## src/rtl/adc_spi_sched.sv

```systemverilog
// adc_spi_sched: arbitrates between two ADC channel FIFOs and streams one
// frame at a time (optional header byte plus up to FRAME_MAX data bytes)
// into a byte-wide SPI serializer. After a frame, the granted channel stays
// blocked from capture until the next falling edge of the acquisition
// trigger is seen.
module adc_spi_sched #(
  parameter logic [15:0] FRAME_MAX = 16'd256,
  parameter bit          HDR_EN    = 1'b1
) (
  input  logic       clk,
  input  logic       rst,
  input  logic       ch0_full,
  input  logic       ch1_full,
  input  logic       ch0_empty,
  input  logic       ch1_empty,
  input  logic [7:0] ch0_rdata,
  input  logic [7:0] ch1_rdata,
  output logic       ch0_rd_en,
  output logic       ch1_rd_en,
  output logic       ch0_wr_en,
  output logic       ch1_wr_en,
  input  logic       aclk_in,
  input  logic       spi_ready,
  output logic       spi_start,
  output logic [7:0] spi_data,
  output logic       busy,
  output logic       active_ch,
  output logic [3:0] frame_seq
);

  typedef enum logic [2:0] {
    S_IDLE,
    S_HDR,
    S_POP,
    S_LOAD,
    S_SEND,
    S_WAIT,
    S_REARM
  } state_e;

  state_e      state_q, state_d;
  logic [1:0]  wr_en_q, wr_en_d;
  logic [1:0]  rd_en_q, rd_en_d;
  logic        spi_start_q, spi_start_d;
  logic [7:0]  spi_data_q, spi_data_d;
  logic        busy_q;
  logic        active_q, active_d;
  logic        last_q, last_d;
  // Marks the first cycle spent in LOAD or WAIT.
  logic        first_q, first_d;
  logic [3:0]  seq_q, seq_d;
  logic [15:0] cnt_q, cnt_d;

  logic        sync1_q, sync2_q, prev_q;
  logic        aclk_fall;
  logic        grant;
  logic        g_empty;
  logic [7:0]  g_rdata;

  // Falling edge of the synchronized trigger: previous sample high, current low.
  assign aclk_fall = prev_q & ~sync2_q;

  // Single full channel wins outright; on a tie the channel not granted last wins.
  assign grant   = (ch0_full && ch1_full) ? ~last_q : ch1_full;
  assign g_empty = active_q ? ch1_empty : ch0_empty;
  assign g_rdata = active_q ? ch1_rdata : ch0_rdata;

  // Two-flop synchronizer for the asynchronous trigger plus one history flop.
  always_ff @(posedge clk) begin
    if (rst) begin
      sync1_q <= 1'b0;
      sync2_q <= 1'b0;
      prev_q  <= 1'b0;
    end else begin
      // NOTE: every flop here is written with <= so all of them sample the
      // pre-edge values; blocking '=' would collapse the chain into one stage.
      sync1_q <= aclk_in;
      sync2_q <= sync1_q;
      prev_q  <= sync2_q;
    end
  end

  // Next-state and registered-output computation for the frame FSM.
  always_comb begin
    // NOTE: every variable written below gets a default first, so no path
    // leaves one unassigned and no latch is inferred.
    state_d     = state_q;
    wr_en_d     = wr_en_q;
    rd_en_d     = 2'b00;
    spi_start_d = 1'b0;
    spi_data_d  = spi_data_q;
    active_d    = active_q;
    last_d      = last_q;
    first_d     = 1'b0;
    seq_d       = seq_q;
    cnt_d       = cnt_q;

    case (state_q)
      S_IDLE: begin
        if (ch0_full || ch1_full) begin
          active_d       = grant;
          wr_en_d[grant] = 1'b0;
          cnt_d          = 16'd0;
          state_d        = HDR_EN ? S_HDR : S_POP;
        end
      end
      S_HDR: begin
        if (spi_ready) begin
          spi_data_d  = {1'b1, 2'b00, active_q, seq_q};
          spi_start_d = 1'b1;
          first_d     = 1'b1;
          state_d     = S_WAIT;
        end
      end
      S_POP: begin
        // Empty wins over full, and the frame ends at FRAME_MAX data bytes.
        if (g_empty || (cnt_q == FRAME_MAX)) begin
          seq_d   = seq_q + 4'd1;
          state_d = S_REARM;
        end else begin
          rd_en_d[active_q] = 1'b1;
          first_d           = 1'b1;
          state_d           = S_LOAD;
        end
      end
      S_LOAD: begin
        // The strobe is on the wire during the first LOAD cycle, so the FIFO
        // presents the byte one cycle later; capture it then.
        if (!first_q) begin
          spi_data_d = g_rdata;
          state_d    = S_SEND;
        end
      end
      S_SEND: begin
        if (spi_ready) begin
          spi_start_d = 1'b1;
          cnt_d       = cnt_q + 16'd1;
          first_d     = 1'b1;
          state_d     = S_WAIT;
        end
      end
      S_WAIT: begin
        // spi_ready is still high from before the start pulse in the first cycle.
        if (!first_q && spi_ready) begin
          state_d = S_POP;
        end
      end
      S_REARM: begin
        if (aclk_fall) begin
          wr_en_d[active_q] = 1'b1;
          last_d            = active_q;
          state_d           = S_IDLE;
        end
      end
      default: state_d = S_IDLE;
    endcase
  end

  // State and output registers; reset abandons any frame in flight.
  always_ff @(posedge clk) begin
    if (rst) begin
      state_q     <= S_IDLE;
      wr_en_q     <= 2'b11;
      rd_en_q     <= 2'b00;
      spi_start_q <= 1'b0;
      spi_data_q  <= 8'h00;
      busy_q      <= 1'b0;
      active_q    <= 1'b0;
      last_q      <= 1'b1;
      first_q     <= 1'b0;
      seq_q       <= 4'd0;
      cnt_q       <= 16'd0;
    end else begin
      state_q     <= state_d;
      wr_en_q     <= wr_en_d;
      rd_en_q     <= rd_en_d;
      spi_start_q <= spi_start_d;
      spi_data_q  <= spi_data_d;
      busy_q      <= (state_d != S_IDLE);
      active_q    <= active_d;
      last_q      <= last_d;
      first_q     <= first_d;
      seq_q       <= seq_d;
      cnt_q       <= cnt_d;
    end
  end

  assign ch0_wr_en = wr_en_q[0];
  assign ch1_wr_en = wr_en_q[1];
  assign ch0_rd_en = rd_en_q[0];
  assign ch1_rd_en = rd_en_q[1];
  assign spi_start = spi_start_q;
  assign spi_data  = spi_data_q;
  assign busy      = busy_q;
  assign active_ch = active_q;
  assign frame_seq = seq_q;

endmodule
```

## config.mk

```make
export PLATFORM = sky130hd
export DESIGN_NAME = adc_spi_sched
export DESIGN_NICKNAME = d
export VERILOG_FILES = /design/src/rtl/adc_spi_sched.sv
export SDC_FILE = /design/constraint.sdc
export NUM_CORES = 1
export LEC_CHECK = 0
export BUFFER_PORTS_ARGS = -buffer_cell sky130_fd_sc_hd__buf_2
export CAP_MARGIN = 0
export CORE_UTILIZATION = 42
export DETAILED_ROUTE_END_ITERATION = 10
export GPL_TIMING_DRIVEN = 0
export PLACE_DENSITY = 0.7
export SLEW_MARGIN = 20
export SYNTH_ARGS = -nofsm -noshare
export SYNTH_HDL_FRONTEND = slang
export SYNTH_SLANG_ARGS = --single-unit
```

## constraint.sdc

```tcl
create_clock -name clk -period 2.03 [get_ports clk]
set_clock_uncertainty 0.2 [all_clocks]
set_input_delay 0.406 -clock clk [delete_from_list [all_inputs] [get_ports clk]]
set_output_delay 0.406 -clock clk [all_outputs]
set_load 0.01 [all_outputs]
```

==> results of run 1 <==
[worst paths after layout]
check,slack (ns),end,from
setup / recovery,0.007,cnt_q[15],state_q[0]
hold / removal,0.11,sync1_q,aclk_in
setup reg to reg,0.007,cnt_q[15],state_q[0]
hold reg to reg,0.25,sync2_q,sync1_q
[routing by layer]
| layer | wire (µm) | up-vias |
|---|---|---|
| met5 | 0 | - |
| met4 | 52 | 0 |
| met3 | 241 | 5 |
| met2 | 2510 | 52 |
| met1 | 2560 | 966 |
| li1 | - | 1066 |
[through the flow]
step / utilization [%] / setup TNS (ns)
2_1_floorplan: - / 0
6_report: 54.1 / 0
5_1_grt: 54.1 / -0.192
3_5_place_dp: 50.6 / -2.51
3_3_place_gp: 50.6 / -1.96
4_1_cts: 53.3 / 0
[layout make-up]
cell class | count | area, µm²
multi-input cells | 193 | 1240
fillers | 460 | 2220
flip-flops and latches | 43 | 866
clock inverters | 3 | 23.8
inverters | 10 | 37.5
clock buffers | 5 | 68.8
well taps | 67 | 83.8
plain buffers | 12 | 57.6
repair buffers | 47 | 248
[power breakdown]
| group | internal (mW) | total [mW] | switching [mW] | leakage [nW] |
|---|---|---|---|---|
| clock network | 0.246 | 0.559 | 0.313 | 0.0408 |
| logic | 0.106 | 0.261 | 0.155 | 0.573 |
| registers | 0.868 | 0.887 | 0.0197 | 0.350 |
[flip-flops by register name, summed over array words and instances, names as in the netlist]
signal / flops
cnt_q: 16
spi_data: 8
frame_seq: 4
state_q: 3
rd_en_q: 2
wr_en_q: 2
active_ch: 1
busy: 1
first_q: 1
last_q: 1
prev_q: 1
spi_start: 1
sync1_q: 1
sync2_q: 1
[cell usage in the layout, fill, tap and decap left out, types with 3 or more instances in the layout]
cell,Yosys,final
a211o_1,3,3
a21o_1,5,5
a21oi_1,29,27
buf_2,3,42
buf_4,0,5
clkbuf_1,11,7
clkbuf_2,0,4
clkbuf_8,0,5
dfxtp_1,43,39
dfxtp_2,0,4
ha_1,3,3
inv_1,10,10
mux2_2,4,4
mux2i_1,7,6
nand2_1,30,29
nand3_1,10,9
nand4_1,6,6
nor2_1,10,10
nor2b_1,7,7
nor3_1,4,4
o211ai_1,8,8
o21ai_0,17,15
o31ai_1,5,5
or3_1,6,5
or4_1,5,5
[cells by family after synthesis]
logic type	count (synthesis)	share of synthesized area [%]
and+or+nand+nor	93	22.4
AOI/OAI and AO/OA	83	24.5
DFF	43	39.8
buffers and inverters	26	5.03
muxes	11	5.32
xor gates and xnor gates	3	1.21
adders and majority gates	3	1.74
[what timing repair did]
action,4_1_cts,5_1_grt
gates resized for setup,10,14
hold buffers,0,0
cloned,0,1
setup endpoints to repair,15,21
buffers inserted,4,1
pin swaps,5,3
==> results_dict.tcl, run 1 <==
set metrics [dict create \
    instances_no_fill 380 \
    firstDrtPassIters 4 \
    clk_latency_ns 0.30 \
    worstSetupPathType "flop to flop" \
    vias_per_cell 5.50 \
    wl_per_cell_um 14.1 \
    stdcell_area_mm2 0.00262 \
    finalPower_mw 1.71 \
    max_freq_mhz 494 \
    cts_buffers 5 \
    rsz0062_at_grt "yes" \
    synth.most_common_cell "dfxtp_1" \
    grtUsageTotal_pct 20.5 \
    ios 43 \
    die_area_mm2 0.00544 \
    grt_util_met1_pct 27.3 \
    worst_slew_pin_slew_ns 0.613 \
    antenna_cells 0 \
    placementRows 25 \
    maxCapViolations 0 \
    hold_viol_final 0 \
    p_per_area_mw_per_mm2 651 \
    cp.arrival_ns 2.05 \
    clock_path_buffers 2 \
    routed_wl_um 5360 \
    placed_area_mm2 0.00245 \
    synth.yosys.warnings 0 \
    min_period_ns 2.02 \
    grt_max_degree 16 \
    drc_errors 0 \
    port_buffers 41 \
    cts-root-buf "clkbuf_8" \
    die_w_um 73.8 \
    min_period_over_period_pct 99.7 \
    gp_congestion 0.836 \
    path_cells "or2_4, a2111o_1, or4_1, a21oi_1" \
    synth_area_leaders "dfxtp_1 40%, a21oi_1 6.7%, nand2_1 5.2%, o21ai_0 3.9%, mux2i_1 3.2%" \
    path_clk_slew_ns 0.09 \
    required_ns 2.05 \
    syn_area_per_cell_um2 8.26 \
    syn_area_mm2 0.00216 \
    synth_top_area_share_pct 39.8 \
    drive_gt1_share_pct 26.2 \
    reg2regPathDepth 4 \
    cts.sinks 43 \
    htree_levels 2 \
    ys_types 49 \
    path_delay_family "simple AND/OR/NAND/NOR gates" \
    cts_tree "built" \
    ys_ff_latch 43 \
    place_hpwl_um 3840 \
    met2_usage_pct 33.4 \
    min_path_type "primary input to flop" \
    timing.hold.ws_ns 0.112 \
    die_y_um 73.8 \
    grt_busiest_layer "met2" \
    antenna_found_initial 0 \
    setup-violations-final 0 \
    final_net_count 339 \
    use_met3_pct 3.84 \
    grt_pass1_vias 1893 \
    core_area_mm2 0.00485 \
    place_ws_ns -0.188 \
    drv_slew 0 \
    synth_edf_count 0 \
    grt_remaining_overflow 0 \
    slowest_stage "or4_1" \
    drt_iter0_drc 98 \
    critical_path.max_fanout 7 \
    ys_async_sr_fraction_pct 0 \
    vias 2089 \
    ys.flop_type "dfxtp_1" \
    syn_nets 289 \
    start_util_pct 44.6 \
    yosysSeqAreaShare_pct 39.8 \
    max_stage_delay_ns 0.50 \
    yosysTopAreaCell "dfxtp_1" \
    area_growth_pct 21.3 \
    worstHoldPathCells 2 \
    ant_nets 0 \
    p_leak_nw 0.964 \
    setup_ws_ns 0.00659 \
    ir_drop_mv 0.432 \
    grt_pass1_wl_um 8640 \
    dp.cells 370 \
    synthCells 262 \
    start_kind "flop" \
    crit_buf_inv 0 \
    synth_commonest_cells "43 x dfxtp_1, 30 x nand2_1, 29 x a21oi_1, 17 x o21ai_0, 11 x clkbuf_1" \
    crit_cells 4 \
    critPathCaptureType "flop" \
    slew_headroom_pct 59.1 \
    status "completed" \
]
Note: power is estimated with default switching activity, not from simulation.
==> run 2, diff against run 1 <==
Settings changed: CTS_BUF_LIST set to sky130_fd_sc_hd__clkbuf_4.
==> run 2 against run 1 <==
  * Wire length down 0.22%
  * Non-clock buffer count up 4
  * Setup slack better by 0.029 ns
  * Cell count up 1.1%
  * Die area unchanged
  * Sequential power about the same
  * Sequential share of layout area down 0.057 points
  * Cell area up 1.6%
  * Combinational power up 2%
  * Largest cell class unchanged
  * Largest power group unchanged
==> results_dict.tcl, run 2 (synthesis results as in run 1) <==
set metrics [dict create \
    multi_input_area_mm2 0.00127 \
    status "completed" \
    ant_nets 0 \
    path_cells "o21bai_4, a2111o_1, or4_1, a21oi_2" \
    setup-violations-final 0 \
    core_area_mm2 0.00485 \
    p_per_area_mw_per_mm2 596 \
    cts_buffers 5 \
    min_period_over_period_pct 98.2 \
    grt_pass1_vias 1897 \
    instances_no_fill 384 \
    max_stage_delay_ns 0.52 \
    htree_levels 2 \
    r2r-end "cnt_q[13]" \
    gp_congestion 0.836 \
    max_freq_mhz 502 \
    drc_errors 0 \
    cts_tree "built" \
    path_delay_family "compound AO/OA/AOI/OAI gates" \
    hold_buffers 0 \
    largest_reg_flops 16 \
    min_path_type "primary input to flop" \
    grt_max_degree 16 \
    port_buffers 41 \
    worst_slew_pin_slew_ns 0.594 \
    wl_per_cell_um 13.9 \
    start_kind "flop" \
    slowest_stage "a2111o_1" \
    worstHoldPathCells 2 \
    routed_wl_um 5350 \
    grt_pass1_wl_um 8670 \
    cp-startpoint "state_q[2]" \
    start_util_pct 44.6 \
    grtUsageTotal_pct 20.7 \
    clk_latency_ns 0.36 \
    final_net_count 343 \
    fin_setup_tns_ns 0 \
    hold_viol_final 0 \
    wl_met2_um 2470 \
    placementRows 25 \
    layout_common_cells "42 x buf_2, 35 x dfxtp_1, 29 x nand2_1" \
    die_y_um 73.8 \
    vias_per_cell 5.46 \
    reg2regPathDepth 4 \
    dp.cells 370 \
    final_common_cell "buf_2" \
    slew_headroom_pct 60.4 \
    route.met3.wl_um 220 \
    vias 2097 \
    cts.sinks 43 \
    firstDrtPassIters 4 \
    rsz0062_at_grt "yes" \
    min_from "aclk_in" \
    ir_drop_mv 0.382 \
    ios 43 \
    crit_buf_inv 0 \
    regArea_um2 878 \
    drt_iter0_drc 88 \
    worstSetupPathType "flop to flop" \
    die_area_mm2 0.00544 \
    finalPower_mw 1.59 \
    die_w_um 73.8 \
    area_growth_pct 23.3 \
    drv_slew 0 \
    maxCapViolations 0 \
    largest-register "cnt_q" \
    drive_gt1_share_pct 30.3 \
    place_hpwl_um 3840 \
    path_clk_slew_ns 0.14 \
    timing.hold.ws_ns 0.0462 \
    r2r_start "state_q[2]" \
    wl_met1_um 2600 \
    cp.arrival_ns 2.10 \
    critPathCaptureType "flop" \
    min_to "sync1_q" \
    grt_remaining_overflow 0 \
    cts-root-buf "clkbuf_4" \
    p_leak_nw 0.981 \
    clock_path_buffers 2 \
    dr.max_layer_used "met4" \
    antenna_found_initial 0 \
    antenna_cells 0 \
    required_ns 2.13 \
    min_period_ns 1.99 \
    fill_cells 452 \
    regToRegSetupSlack_ns 0.04 \
    critical_path.max_fanout 7 \
]
## run 2: how the worst max path moves through the flow
stage                      to  slack, ns  cells after the start
finish              cnt_q[13]       0.04                      4
global route        cnt_q[13]      -0.03                      4
CTS                 cnt_q[15]      0.007                      5
detailed placement   cnt_q[4]      -0.19                      6
global placement    cnt_q[14]      -0.16                      6
floorplan           cnt_q[15]       0.06                      6
## run 2: final cells by class
type                    instances  share of cell area (%)
clock inverters                 3                   0.892
plain buffers                  11                    2.02
repair buffers                 52                    10.7
clock buffers                   5                    1.41
well taps                      67                    3.14
multi-input cells             193                    47.5
inverters                      10                    1.41
flip-flops and latches         43                    32.9
## run 2: timing repair
item                                    4_1_cts  5_1_grt
endpoints found under the setup margin       15       22
gates resized for setup                      14       25
pin swaps                                     8        9
gates cloned                                  1        0
setup buffers                                 5        5
## run 2: where the power goes
group / switching, mW / internal [mW] / total [mW]
combinational: 0.158 / 0.108 / 0.265
clock: 0.298 / 0.139 / 0.437
sequential: 0.0204 / 0.866 / 0.886
total: 0.476 / 1.11 / 1.59
## run 2: worst register-to-register path, stage by stage, from the launching register on
cell	delay [ns]
dfxtp_4	0.39
o21bai_4	0.20
a2111o_1	0.52
or4_1	0.51
a21oi_2	0.12
## run 2: through the flow
step                      util, %  worst slack (ns)  area (µm²)
after global placement       50.6            -0.162        2450
after global routing         55.0           -0.0280        2670
final                        55.0            0.0361        2670
after floorplan                 -            0.0607        2160
after detailed placement     50.6            -0.188        2450
after CTS                    53.0           0.00738        2570
## run 2: layer usage
metal | vias up | track usage (%)
met5 | - | 0
met4 | 0 | 5.77
met3 | 5 | 4.12
met2 | 50 | 33.5
met1 | 969 | 27.8
li1 | 1073 | -
==> run 3, diff against run 2 <==
Settings changed: CORE_UTILIZATION 42 to 51, PLACE_DENSITY 0.7 to 0.82.
==> run 3 against run 2 <==
  * Cell area is 3.9% lower
  * Sequential share of layout area is 0.99 points higher
  * Critical path type unchanged
  * Register-to-register slack hardly changed
  * Sequential power hardly changed
  * Clock power is 11% lower
  * Largest cell class unchanged
  * Combinational power is 5% lower
  * Global-route usage is 4.4 points higher
==> results_dict.tcl, run 3 (synthesis results as in run 1) <==
set metrics [dict create \
    cts_tree "built" \
    grt_pass1_vias 1825 \
    setup-violations-final 0 \
    max_freq_mhz 500 \
    routed_wl_um 5260 \
    firstDrtPassIters 4 \
    layout_common_cells "42 x buf_2, 36 x dfxtp_1, 29 x nand2_1" \
    die_y_um 67.1 \
    placementRows 23 \
    vias_per_cell 5.94 \
    final_net_count 339 \
    hold_viol_final 0 \
    cts.sinks 43 \
    place_hpwl_um 3740 \
    grt_pass1_wl_um 8470 \
    hold_buffers 0 \
    drt_iter0_drc 104 \
    critPathCaptureType "flop" \
    status "completed" \
    maxCapViolations 0 \
    core_area_mm2 0.00403 \
    grt_remaining_overflow 0 \
    clock_path_buffers 2 \
    drive_gt1_share_pct 26.0 \
    cts-root-buf "clkbuf_4" \
    antenna_cells 0 \
    min_period_ns 2.00 \
    grtUsageTotal_pct 25.1 \
    worst_slew_pin_slew_ns 0.637 \
    start_util_pct 53.7 \
    rsz0062_at_grt "yes" \
    critical_path.max_fanout 8 \
    ir_drop_mv 0.383 \
    vias 2145 \
    fin_setup_tns_ns 0 \
    final_common_cell "buf_2" \
    grt_max_degree 12 \
    gp_congestion 0.846 \
    p_per_area_mw_per_mm2 597 \
    required_ns 2.12 \
    die_w_um 67.1 \
    cp.arrival_ns 2.09 \
    drv_slew 0 \
    finalPower_mw 1.53 \
    ant_nets 0 \
    p_leak_nw 0.950 \
    path_clk_slew_ns 0.11 \
    slew_headroom_pct 57.5 \
    worstSetupPathType "flop to flop" \
    clk_latency_ns 0.35 \
    drc_errors 0 \
    min_period_over_period_pct 98.5 \
    area_growth_pct 18.5 \
    ios 43 \
    start_kind "flop" \
    antenna_found_initial 0 \
    largest_reg_flops 16 \
    fill_cells 356 \
    largest-register "cnt_q" \
    final_util_pct 63.6 \
    wl_per_cell_um 14.6 \
    cts_buffers 5 \
    port_buffers 41 \
    htree_levels 2 \
    min_path_type "primary input to flop" \
    die_area_mm2 0.00451 \
]
[run 3: cell count changes in the layout (fill, tap and decap cells not counted), sizes merged]
cell / change
buf: -4
clkbuf: +1
clkinvlp: -2
inv: -1
[run 3: area by class of cell]
class,instances,area [µm²],share of cell area (%)
inverter,10,37.5,1.46
buffer,11,51.3,2.00
multi-input combinational,193,1240,48.3
sequential,43,870,33.9
clock buffer,6,45.0,1.76
tap,50,62.6,2.44
timing repair buffer,48,259,10.1
[run 3: worst paths after layout]
| check | startpoint | end | slack, ns | cells past startpoint |
|---|---|---|---|---|
| setup reg to reg | state_q[1] | cnt_q[9] | 0.03 | 5 |
| hold reg to reg | sync1_q | sync2_q | 0.25 | 1 |
| setup / recovery | state_q[1] | cnt_q[9] | 0.03 | 5 |
| hold / removal | aclk_in | sync1_q | 0.06 | 2 |
[run 3: power by group]
group	switching [mW]	internal, mW	total (mW)
clock	0.254	0.137	0.391
combinational	0.152	0.101	0.253
sequential	0.0190	0.868	0.887
[run 3: worst max-delay path, stage by stage (launching register included)]
cell,delay (ns)
dfxtp_2,0.37
or2_4,0.28
a2111o_1,0.45
buf_6,0.16
or3_4,0.36
a21oi_2,0.13
[run 3: stage by stage]
| stage | hold slack [ns] | cells | setup WS, ns | area (µm²) |
|---|---|---|---|---|
| final | 0.0604 | 361 | 0.0300 | 2560 |
| after global routing | 0.0531 | 361 | -0.0353 | 2560 |
| after CTS | 0.0614 | 363 | 0.00171 | 2540 |
| after detailed placement | 0.228 | 353 | -0.178 | 2430 |
| after global placement | 0.222 | 353 | -0.156 | 2430 |
| after floorplan | 0.214 | 262 | 0.0607 | 2160 |
[run 3: timing repair]
item                       in CTS  in global routing
cloned                          1                  0
pin swaps                      11                  1
hold endpoints to repair        0                  0
buffers inserted                6                  0
setup endpoints to repair      14                 21
gates resized for setup        11                 16
[run 3: routing by layer]
metal / track usage (%) / vias up / wire (µm)
met1: 32.8 / 1009 / 2310
met2: 40.9 / 64 / 2580
met5: 0 / - / 0
met3: 5.41 / 6 / 307
li1: - / 1066 / -
met4: 8.24 / 0 / 63
